**config.mk**
```make
export PLATFORM = sky130hd
export DESIGN_NAME = pipe_stage_chain
export DESIGN_NICKNAME = d
export VERILOG_FILES = /design/src/rtl/pipe_pkg.sv /design/src/rtl/pipe_skid_stage.sv /design/src/rtl/pipe_stage_chain.sv
export SDC_FILE = /design/constraint.sdc
export NUM_CORES = 1
export LEC_CHECK = 0
export BUFFER_PORTS_ARGS = -buffer_cell sky130_fd_sc_hd__buf_2
export CORE_ASPECT_RATIO = 1.2
export CORE_MARGIN = 2
export CORE_UTILIZATION = 30
export CTS_BUF_LIST = sky130_fd_sc_hd__clkbuf_8
export DETAILED_ROUTE_END_ITERATION = 7
export PLACE_DENSITY = 0.54
export SLEW_MARGIN = 20
export SYNTH_ARGS = -nofsm -noshare
export SYNTH_HDL_FRONTEND = slang
export SYNTH_SLANG_ARGS = --single-unit
```
**constraint.sdc**
```tcl
create_clock -name clk -period 2.18 [get_ports clk]
set_clock_uncertainty 0.1 [all_clocks]
set_input_delay 0.436 -clock clk [delete_from_list [all_inputs] [get_ports clk]]
set_output_delay 0.436 -clock clk [all_outputs]
set_load 0.05 [all_outputs]
```
**src/rtl/pipe_pkg.sv**
```systemverilog
// Shared limits and helpers for the pipe_stage_chain slice.
// Holds payload/depth bounds, occupancy width and flush priority.
`timescale 1ns/1ps
package pipe_pkg;

  localparam int WIDTH_MIN = 1;
  localparam int WIDTH_MAX = 128;
  localparam int DEPTH_MIN = 1;
  localparam int DEPTH_MAX = 8;

  // A flush beats an output transfer in the same cycle.
  localparam bit FLUSH_WINS = 1'b1;

  // Two entries per stage at most, plus the empty state.
  function automatic int occ_w(input int depth);
    return $clog2(2 * depth + 1);
  endfunction

endpackage

```
**src/rtl/pipe_skid_stage.sv**
```systemverilog
// One valid/ready register stage of the chain.
// SKID=1: main+skid entries, registered ready. SKID=0: plain reg.
`timescale 1ns/1ps
module pipe_skid_stage
  import pipe_pkg::*;
#(
  parameter int WIDTH = 32,
  parameter int SKID  = 1
) (
  input  logic             clk,
  input  logic             rst,
  input  logic             flush,
  input  logic             in_valid,
  output logic             in_ready,
  input  logic [WIDTH-1:0] in_data,
  output logic             out_valid,
  input  logic             out_ready,
  output logic [WIDTH-1:0] out_data
);

  if (SKID != 0) begin : g_skid
    logic             main_v;
    logic             skid_v;
    logic [WIDTH-1:0] main_d;
    logic [WIDTH-1:0] skid_d;
    logic             in_fire;
    logic             out_fire;

    assign in_ready  = !skid_v;
    assign out_valid = main_v;
    assign out_data  = main_d;
    assign in_fire   = in_valid & !skid_v;
    assign out_fire  = main_v & out_ready;

    // Main feeds downstream; skid catches the word in flight on a stall.
    always_ff @(posedge clk or negedge rst) begin
      if (!rst) begin
        main_v <= 1'b0;
        skid_v <= 1'b0;
        main_d <= '0;
        skid_d <= '0;
      end else if (flush && FLUSH_WINS) begin
        main_v <= 1'b0;
        skid_v <= 1'b0;
      end else if (skid_v) begin
        if (out_fire) begin
          main_d <= skid_d;
          skid_v <= 1'b0;
        end
      end else if (in_fire) begin
        if (!main_v || out_fire) begin
          main_v <= 1'b1;
          main_d <= in_data;
        end else begin
          skid_v <= 1'b1;
          skid_d <= in_data;
        end
      end else if (out_fire) begin
        main_v <= 1'b0;
      end
    end
  end else begin : g_plain
    logic             main_v;
    logic [WIDTH-1:0] main_d;

    assign in_ready  = !main_v | out_ready;
    assign out_valid = main_v;
    assign out_data  = main_d;

    // Load whenever the slot is free or being emptied this cycle.
    always_ff @(posedge clk or negedge rst) begin
      if (!rst) begin
        main_v <= 1'b0;
        main_d <= '0;
      end else if (flush && FLUSH_WINS) begin
        main_v <= 1'b0;
      end else if (in_ready) begin
        main_v <= in_valid;
        if (in_valid) main_d <= in_data;
      end
    end
  end

endmodule

```
**src/rtl/pipe_stage_chain.sv**
```systemverilog
// DEPTH-stage valid/ready pipeline with flush and occupancy count.
// Optional perf counters: define PIPE_STAGE_CHAIN_PERF_EN.
`timescale 1ns/1ps
module pipe_stage_chain
  import pipe_pkg::*;
#(
  parameter int WIDTH = 32,
  parameter int DEPTH = 4,
  parameter int SKID  = 1
) (
  input  logic                      clk,
  input  logic                      rst,
  input  logic                      in_valid,
  output logic                      in_ready,
  input  logic [WIDTH-1:0]          in_data,
  input  logic                      flush,
  output logic                      out_valid,
  input  logic                      out_ready,
  output logic [WIDTH-1:0]          out_data,
  output logic [occ_w(DEPTH)-1:0]   occupancy
`ifdef PIPE_STAGE_CHAIN_PERF_EN
  ,
  output logic [31:0]               stall_cnt,
  output logic [31:0]               bubble_cnt
`endif
);

  localparam int OW = occ_w(DEPTH);

  logic             alive_q;
  logic             vld [DEPTH+1];
  logic             rdy [DEPTH+1];
  logic [WIDTH-1:0] dat [DEPTH+1];
  logic [OW-1:0]    occ_q;
  logic             in_acc;
  logic             out_acc;

  // Hold off acceptance until the first edge after reset release.
  always_ff @(posedge clk or negedge rst) begin
    if (!rst) alive_q <= 1'b0;
    else      alive_q <= 1'b1;
  end

  assign vld[0]     = in_valid & alive_q;
  assign dat[0]     = in_data;
  assign rdy[DEPTH] = out_ready;

  assign in_ready  = alive_q & !flush & rdy[0];
  assign out_valid = vld[DEPTH];
  assign out_data  = dat[DEPTH];

  for (genvar i = 0; i < DEPTH; i++) begin : g_stage
    pipe_skid_stage #(
      .WIDTH (WIDTH),
      .SKID  (SKID)
    ) u_stage (
      .clk       (clk),
      .rst       (rst),
      .flush     (flush),
      .in_valid  (vld[i]),
      .in_ready  (rdy[i]),
      .in_data   (dat[i]),
      .out_valid (vld[i+1]),
      .out_ready (rdy[i+1]),
      .out_data  (dat[i+1])
    );
  end

  assign in_acc  = in_valid & in_ready;
  assign out_acc = out_valid & out_ready
                 & !(flush & FLUSH_WINS);

  // Track held words from boundary transfers; flush empties the chain.
  always_ff @(posedge clk or negedge rst) begin
    if (!rst) begin
      occ_q <= '0;
    end else begin
      unique case (1'b1)
        flush:              occ_q <= '0;
        in_acc & !out_acc:  occ_q <= occ_q + OW'(1);
        out_acc & !in_acc:  occ_q <= occ_q - OW'(1);
        default:            ;
      endcase
    end
  end

  assign occupancy = occ_q;

`ifdef PIPE_STAGE_CHAIN_PERF_EN
  logic [31:0] stall_q;
  logic [31:0] bubble_q;

  // Saturating stall/bubble counters; flush leaves them alone.
  always_ff @(posedge clk or negedge rst) begin
    if (!rst) begin
      stall_q  <= '0;
      bubble_q <= '0;
    end else begin
      if (out_valid && !out_ready && stall_q != '1)
        stall_q <= stall_q + 32'd1;
      if (out_ready && !out_valid && bubble_q != '1)
        bubble_q <= bubble_q + 32'd1;
    end
  end

  assign stall_cnt  = stall_q;
  assign bubble_cnt = bubble_q;
`endif

endmodule

```
* After elaboration in Yosys (flattened, before gate mapping)
Index checks and enable logic that the tools add are counted.
** Storage, ports and cells
- Register bits :: 269
- Input bits :: 37
- Output and inout bits :: 38
- Logic and storage cells :: 150
** Cells by class
- Reduce and logical (&&, ||, !) cells :: 40
- Bitwise gates (word level) :: 21
- Equality and inequality tests :: 12
- $add $sub $neg :: 2
- Muxes and demuxes :: 57
** Operators with widths (count)
- $mux W32 :: 16
- $mux W1 :: 40
- $reduce_and A4 Y1 :: 8
- $ne A2 B2 Y1 const B :: 8
- $reduce_bool A2 Y1 :: 8
- $reduce_bool A3 Y1 :: 5
- $and A1 B1 Y1 :: 12
- $pmux W4 S3 :: 1
- $reduce_and A3 Y1 :: 4
- $logic_not A1 Y1 :: 11
- $ne A3 B2 Y1 const B :: 3
- $not A1 Y1 :: 9
- $add A4 B1 Y4 const B :: 1
- $logic_or A1 B1 Y1 :: 4
- $sub A4 B1 Y4 const B :: 1
- $ne A3 B3 Y1 const B :: 1

* Depth between registers and ports, before layout
Gate-level depths: netlist of run 1.
- Depth after elaboration :: 7
- Gate-level depth with buffers :: 8
- Mapped depth without buffers :: 8

* By module
A second synthesis of run 1 with hierarchy kept.
** Second synthesis, totals
- Cells, all modules :: 766
- Area total of the unflattened synthesis :: 12049.1 sq um
** By module, submodules not included
- pipe_skid_stage :: cells an instance 182, area an instance 2916.5 sq um, instances 4, seq. area each 1651.6 sq um
- pipe_stage_chain :: cells an instance 38, area an instance 382.9 sq um, instances 1, seq. area each 125.1 sq um

* Worst setup path before layout of run 1
No wires, ideal clock.
- Kind :: input-to-reg
- Start point :: input flush
- End point :: register occ_q[3], in the netlist occupancy[3]
- Data arrival time :: 3113 ps
- Library setup time :: 132 ps
- Required time :: 1948 ps
- Path buffers :: 0
- Stages :: 8
- Path slack :: -1165 ps
- Cell sequence :: nor3b_1 > nand2_1 > ha_1 > ha_1 > a21o_1 > a21oi_1 > mux2i_1 > o211ai_1
** Between the ends
- Longest elaborated chain between the ends :: 7
- Elaborated cells between the ends (all ways) :: 11
- Classes of those cells :: mux: 1; bitwise: 6; reduce/logical: 4
** Ends and longest elaborated chain
- start: declaration :: RTL line pipe_stage_chain.sv:16 : input logic flush,
- $logic_not A1 Y1 :: RTL line pipe_stage_chain.sv:48, pipe_stage_chain.sv:71
- $and A1 B1 Y1 (2 in series) :: RTL line pipe_stage_chain.sv:48 : assign in_ready = alive_q & !flush & rdy[0];
- $and A1 B1 Y1 :: RTL line pipe_stage_chain.sv:69 : assign in_acc = in_valid & in_ready;
- $logic_not A1 Y1 :: RTL line pipe_stage_chain.sv:81 : out_acc & !in_acc: occ_q <= occ_q - OW'(1);
- $and A1 B1 Y1 :: RTL line pipe_stage_chain.sv:81
- $pmux W4 S3 or $reduce_bool A3 Y1 (tied branches)
- end signal: assignment :: RTL line pipe_stage_chain.sv:80 : in_acc & !out_acc: occ_q <= occ_q + OW'(1);
- end signal: assignment :: RTL line pipe_stage_chain.sv:81
- end: declaration :: RTL line pipe_stage_chain.sv:34 : logic [OW-1:0] occ_q;
Parallel ways exist; a longest one is shown, timed or not.
A chain may end at the register's enable or synchronous reset.

* Final worst setup path of run 1
- Start point :: register g_stage[0].u_stage.g_skid.skid_v
- End point :: output in_ready
** Between the ends
- Longest elaborated chain between the ends :: 2
** Ends and longest elaborated chain
- start: declaration :: RTL line pipe_skid_stage.sv:23 : logic skid_v;
- start signal: assignment :: RTL line pipe_skid_stage.sv:39 : skid_v <= 1'b0;
- start signal: assignment :: RTL line pipe_skid_stage.sv:44 : skid_v <= 1'b0;
- start signal: assignment :: RTL line pipe_skid_stage.sv:48 : skid_v <= 1'b0;
- $logic_not A1 Y1 :: RTL line pipe_skid_stage.sv:29 : assign in_ready = !skid_v;
- $and A1 B1 Y1 :: RTL line pipe_stage_chain.sv:48
- end: declaration :: RTL line pipe_stage_chain.sv:14 : output logic in_ready,
No other way between the ends.

==> results of run 1 <==
==> final timing paths <==
path                                                     start                                    to  depth (start not counted)
setup / recovery              g_stage[0].u_stage.g_skid.skid_v                              in_ready                          3
hold / removal                                      in_data[7]   g_stage[0].u_stage.g_skid.skid_d[7]                          2
setup reg to reg              g_stage[0].u_stage.g_skid.skid_v                          occupancy[3]                          8
hold reg to reg            g_stage[3].u_stage.g_skid.skid_d[1]   g_stage[3].u_stage.g_skid.skid_d[1]                          1
max in group asynchronous                                  rst        g_stage[3].u_stage.out_data[4]                          3
min in group asynchronous                                  rst  g_stage[0].u_stage.g_skid.skid_d[29]                          2
==> registers in the layout, summed over array words and instances (netlist names) <==
name                           cells
g_stage.u_stage.g_skid.skid_v      4
g_stage.u_stage.out_data         128
g_stage.u_stage.g_skid.skid_d    128
occupancy                          4
alive_q                            1
g_stage.u_stage.out_valid          4
==> kinds of logic after synthesis <==
logic type	after synthesis	synth area share
AOI/OAI and AO/OA	150	0.0796
xor gates and xnor gates	1	0.000744
adders and majority gates	5	0.00595
buffers and inverters	92	0.0489
DFF	269	0.572
muxes	258	0.233
other	1	0.000319
and+or+nand+nor	164	0.0594
==> per-layer routing <==
layer / wire length, µm / track usage / vias up
met2: 8700 / 0.150 / 93
met4: 546 / 0.0402 / 4
met1: 10300 / 0.146 / 3185
met5: 24 / 0 / -
met3: 846 / 0.0268 / 49
li1: - / - / 3345
==> critical path, delay by kind of cell (launching register included) <==
family,cells,cell delay [ns]
buffers and inverters,2,0.36
DFF,1,0.45
and+or+nand+nor,1,0.22
==> synth_stat cells, drive strengths merged <==
library cell	number	area [µm²]
and3b	1	8.76
o31ai	1	7.51
o211ai	1	7.51
a221oi	2	41.3
o21ai	4	20.0
or2	2	12.5
dfrtp	269	6730
nand3b	1	20.0
nor4b	1	15.0
and4	1	8.76
inv	4	15.0
nor3b	3	22.5
a2111oi	1	27.5
o21a	1	7.51
and3	1	6.26
nand4	2	12.5
nand2	9	33.8
a21o	2	15.0
nor2	136	518
clkbuf	9	33.8
nor2b	2	12.5
nand2b	3	18.8
a21oi	137	791
ha	4	50.1
mux2i	130	1300
conb	1	3.75
xnor2	1	8.76
buf	79	527
mux2	128	1440
a211oi	1	20.0
fa	1	20.0
nor3	2	10.0
==> through the flow <==
step / utilization / std cells / hold WS (ns)
floorplan: - / 940 / 0.0404
global placement: 0.325 / 1473 / 0.220
detailed placement: 0.325 / 1473 / 0.222
CTS: 0.348 / 1544 / 0.00127
global route: 0.348 / 1544 / 0.00339
finish: 0.348 / 1544 / 0.0385
==> what timing repair did <==
item / CTS / global route
hold buffers: 4 / 0
endpoints found under the hold margin: 91 / 0
endpoints found under the setup margin: 0 / 1
gates resized for setup: 0 / 1
==> power by group <==
| group | leakage (µW) | internal (µW) | switching [µW] |
|---|---|---|---|
| Sequential | 0.00333 | 5630 | 427 |
| Combinational | 0.00208 | 679 | 1410 |
| Clock | 0.000455 | 2260 | 1860 |
| Total | 0.00587 | 8570 | 3690 |
==> area by class of cell <==
| class | count | area (µm²) |
|---|---|---|
| clock buffer | 56 | 771 |
| clock inverter | 11 | 46.3 |
| fill | 3866 | 25300 |
| inverter | 4 | 15.0 |
| multi-input combinational | 579 | 4530 |
| sequential | 269 | 6740 |
| tap | 526 | 658 |
| timing repair buffer | 99 | 718 |
==> results.json, run 1 <==
{
  "status": "finished clean",
  "synthesis.area_um2": 11800,
  "fp.dieW_um": 185,
  "fmaxAchievable_mhz": 476,
  "final_area_um2": 13500,
  "worstMarginPinSlew_ns": 0.594,
  "num_rows": 79,
  "p_per_area_nw_per_um2": 910,
  "crit_fanout": 4,
  "final_common_cell": "dfrtp_1",
  "max_slew_margin": 0.604,
  "num_vias": 6676,
  "drive_gt1_frac": 0.317,
  "antenna_cells": 0,
  "antenna_found_initial": 2,
  "worstPathRequired_ns": 1.64,
  "cts_made_buffers": 41,
  "pre_cts_ws_ns": -0.00625,
  "crit_type": "register to output port",
  "htree_levels": 2,
  "synth.avg_cell_area_um2": 12.5,
  "clk_latency_ns": 0.54,
  "period_minus_slack_ns": 2.10,
  "slowest_delay_ns": 0.45,
  "remaining_drc_errors": 0,
  "reg2reg_slack_ns": 0.15,
  "drtIter0Drc": 327,
  "cts_tree": "done",
  "worstPathArrival_ns": 1.56,
  "grt_pass1_vias": 6619,
  "nets": 1036,
  "gp_congestion": 0.695,
  "drv_slew": 0,
  "dieArea_um2": 40800,
  "syn_to_final_growth_pct": 14.5,
  "final-hold-violation-count": 0,
  "ys_warn_count": 0,
  "antenna_left": 0,
  "synth_cells": 940,
  "synth_nets": 982,
  "finalCritPeriodShare": 0.963,
  "port_buffers": 74,
  "die_y_um": 221,
  "grt_max_degree": 80,
  "wirelength_um": 20400,
  "placed_area_um2": 12600,
  "start_util": 0.304,
  "fin_setup_tns_ns": 0,
  "timing.final.ws_setup_ns": 0.0797,
  "synth_cell_types": 40,
  "critPathLaunchType": "register",
  "crit_path_cell_trace": "nor3b_4 > buf_4 > clkbuf_4",
  "dp_hpwl_um": 13500,
  "cts.sinks": 269,
  "finalSetupViolCount": 0,
  "slowest_stage": "dfrtp_2",
  "ys_ff_latch": 269,
  "cp-end-kind": "output port",
  "power.leakage_uw": 0.00587,
  "clockBufferDepth": 3,
  "maxCapViolations": 0,
  "grt.overflow.total": 0,
  "path_clk_slew_ns": 0.06,
  "finalPower_uw": 12300,
  "boundaryPins": 75,
  "wl_per_cell_um": 13.2,
  "grt_setup_unrepaired": "no",
  "grt_usage": 0.103,
  "grt_pass1_wl_um": 35000,
  "synth_sequential_area_ratio": 0.572,
  "final_cell_mix": "265 x dfrtp_1, 132 x nor2_1, 130 x mux2i_1, 122 x mux2_2, 108 x a21oi_1",
  "ir_worst_vdd_v": 0.000370,
  "hold_class": "primary input to register",
  "viasPerCell": 4.32,
  "first_pass_iters": 4,
  "coreArea_um2": 38700,
  "clock-root-buffer": "clkbuf_8",
  "post_cts_buffers": 0
}
(Power assumes the default switching activity.)
==> run 2, diff against run 1 <==
Settings changed: ABC_AREA set to 1, CTS_CLUSTER_DIAMETER set to 150.
==> run 2 against run 1 <==
Net effect: wire length up 9.2%; first-iteration DRC count up 66%; synthesized area up 0.64%; final area down 0.89%; global-route usage up 1.0 points; hold slack better by 0.014 ns; critical path depth up 1; sequential cell count unchanged; count of clock-buffer cells in the layout down 1; setup slack better by 0.012 ns.
==> results.json, run 2 <==
{
  "grt_setup_unrepaired": "no",
  "grt_pass1_wl_um": 39300,
  "grt_most_used_layer": "met2",
  "cts_tree": "done",
  "synth_cells": 1369,
  "grt_usage": 0.113,
  "hold_slack_ns": 0.0521,
  "finalCritPeriodShare": 0.958,
  "fp.dieW_um": 185,
  "synthesis.area_um2": 11800,
  "wirelength_um": 22300,
  "power.leakage_uw": 0.00684,
  "regArea_um2": 6730,
  "fin_util": 0.344,
  "ir_worst_vdd_v": 0.000337,
  "nets": 1443,
  "drtIter0Drc": 542,
  "cp.buffers_inverters": 2,
  "synth_sequential_area_ratio": 0.568,
  "synthMuxAreaShare": 0,
  "coreArea_um2": 38800,
  "clockBufferDepth": 3,
  "synthTopCellsByCount": "409 x nand2_1, 269 x dfrtp_1, 257 x o21ai_0, 143 x inv_1, 111 x o21ai_1",
  "multi_input_area_um2": 3880,
  "boundaryPins": 75,
  "antenna_found_initial": 1,
  "p_per_area_nw_per_um2": 897,
  "final-hold-violation-count": 0,
  "synthAdderAreaFrac": 0.00592,
  "async_flop_share": 1.00,
  "antenna_left": 0,
  "pre_cts_ws_ns": 0.100,
  "crit_type": "register to output port",
  "fill_cells": 4061,
  "status": "finished clean",
  "cts.sinks": 269,
  "placed_area_um2": 12500,
  "synth_top_family_by_area": "compound AO/OA/AOI/OAI gates",
  "post_cts_buffers": 0,
  "crit_family": "flip-flops",
  "remaining_drc_errors": 0,
  "period_minus_slack_ns": 2.09,
  "syn_to_final_growth_pct": 12.7,
  "grt_pass1_vias": 8071,
  "ys_top_cells_by_area": "dfrtp_1 57%, nand2_1 13%, o21ai_0 11%",
  "drv_slew": 0,
  "hold_class": "primary input to register",
  "maxCapViolations": 0,
  "grt_use_met1": 0.160,
  "synth.avg_cell_area_um2": 8.65,
  "dieArea_um2": 41100,
  "finalSetupViolCount": 0,
  "die_y_um": 222,
  "max_slew_margin": 0.595,
  "antenna_cells": 0,
  "clk_latency_ns": 0.55,
  "worstPathRequired_ns": 1.64,
  "num_vias": 8249,
  "port_buffers": 74,
  "final_common_cell": "nand2_1",
  "final_cell_mix": "408 x nand2_1, 269 x dfrtp_1, 257 x o21ai_0, 159 x inv_1, 111 x o21ai_1",
  "num_rows": 79,
  "critPathLaunchType": "register",
  "grt_max_degree": 66,
  "use_met2": 0.169,
  "timing.final.ws_setup_ns": 0.0921,
  "synth_top_flop_cell": "dfrtp_1",
  "ys_ff_latch": 269,
  "synthSimpleGateAreaFrac": 0.142,
  "dp_hpwl_um": 14600,
  "drive_gt1_frac": 0.137,
  "worstMarginPinSlew_ns": 0.607,
  "slowest_stage": "dfrtp_1",
  "viasPerCell": 4.21,
  "clock-root-buffer": "clkbuf_8",
  "gp_congestion": 0.705,
  "crit_path_cell_trace": "inv_2 > nand2_1 > nor2_1 > buf_4",
  "yosysTopAreaCellShare": 0.568,
  "path_clk_slew_ns": 0.06,
  "start_util": 0.305,
  "htree_levels": 2,
  "yosys.area.top_type": "dfrtp_1",
  "synth_compound_gate_area_share": 0.179,
  "synth.most_common_cell": "nand2_1",
  "synth-xor-area-share": 0.000739,
  "fin_setup_tns_ns": 0,
  "grt.met3_usage": 0.0261,
  "cts_made_buffers": 44,
  "synth_edf_count": 0,
  "worstPathArrival_ns": 1.55,
  "final_area_um2": 13400,
  "synth_cell_types": 30,
  "slowest_delay_ns": 0.42,
  "fmaxAchievable_mhz": 479,
  "synth_nets": 1411,
  "first_pass_iters": 4,
  "crit_fanout": 5,
  "wl_per_cell_um": 11.4,
  "grt.overflow.total": 0,
  "cp-end-kind": "output port",
  "ys_warn_count": 0
}
==> run 2: cell count changes after synthesis, moves of 25 or more <==
cell     delta
o21ai_1   +111
nand2_1   +400
mux2i_1   -130
nor2_1    -124
mux2_2    -122
inv_1     +139
a21oi_1   -108
a21oi_2    -25
o21ai_0   +253
==> run 2: through the flow <==
stage,power [µW],std cells
finish,12000,1958
global placement,7760,1880
detailed placement,7800,1880
CTS,12200,1958
global route,12800,1958
floorplan,7400,1369
==> run 2: logic make-up (layout without fill, tap and decap cells) <==
kind of cell    after synthesis  after routing
buf+inv                     258            321
simple gates                434            434
fa+ha+maj                     5              5
flops                       269            269
other cells                   1              1
xor+xnor                      1              1
compound gates              401            401
==> run 2: power breakdown <==
| group | switching, µW | total, µW | internal, µW | leakage, µW |
|---|---|---|---|---|
| sequential | 275 | 5790 | 5510 | 0.00362 |
| combinational | 1290 | 1880 | 595 | 0.00270 |
| clock | 1930 | 4310 | 2380 | 0.000516 |
| total | 3490 | 12000 | 8490 | 0.00684 |
==> run 2: final cells by class <==
class                   instances  share of cell area
clock inverters                22             0.00853
repair buffers                 96              0.0487
inverters                     148              0.0416
multi-input cells             842               0.291
well taps                     526              0.0493
flip-flops and latches        269               0.504
clock buffers                  55              0.0567
==> run 2: metal layers <==
layer | up-vias | wire length [µm]
li1 | 4411 | -
met1 | 3677 | 11600
met2 | 121 | 9200
met3 | 38 | 978
met4 | 2 | 446
met5 | - | 7
==> run 2: final timing paths <==
path,from,end,slack [ns],depth (start not counted)
hold / removal,in_data[6],g_stage[0].u_stage.g_skid.skid_d[6],0.05,3
setup / recovery,g_stage[0].u_stage.g_skid.skid_v,in_ready,0.09,4
min in group asynchronous,rst,g_stage[0].u_stage.g_skid.skid_d[6],0.27,2
max in group asynchronous,rst,g_stage[3].u_stage.out_data[17],1.06,3
setup reg to reg,g_stage[0].u_stage.g_skid.skid_v,occupancy[3],0.14,10
hold reg to reg,g_stage[0].u_stage.g_skid.skid_d[18],g_stage[0].u_stage.g_skid.skid_d[18],0.37,2
==> run 2: what timing repair did <==
| item | in CTS | in global routing |
|---|---|---|
| hold buffers | 1 | 0 |
| resized for setup | 0 | 2 |
| endpoints found under the hold margin | 37 | 0 |
| setup endpoints to repair | 0 | 1 |
==> run 2: tightest hold or removal path, stage by stage <==
cell	delay, ns
buf_2	0.09
inv_1	0.06
o21ai_1	0.07
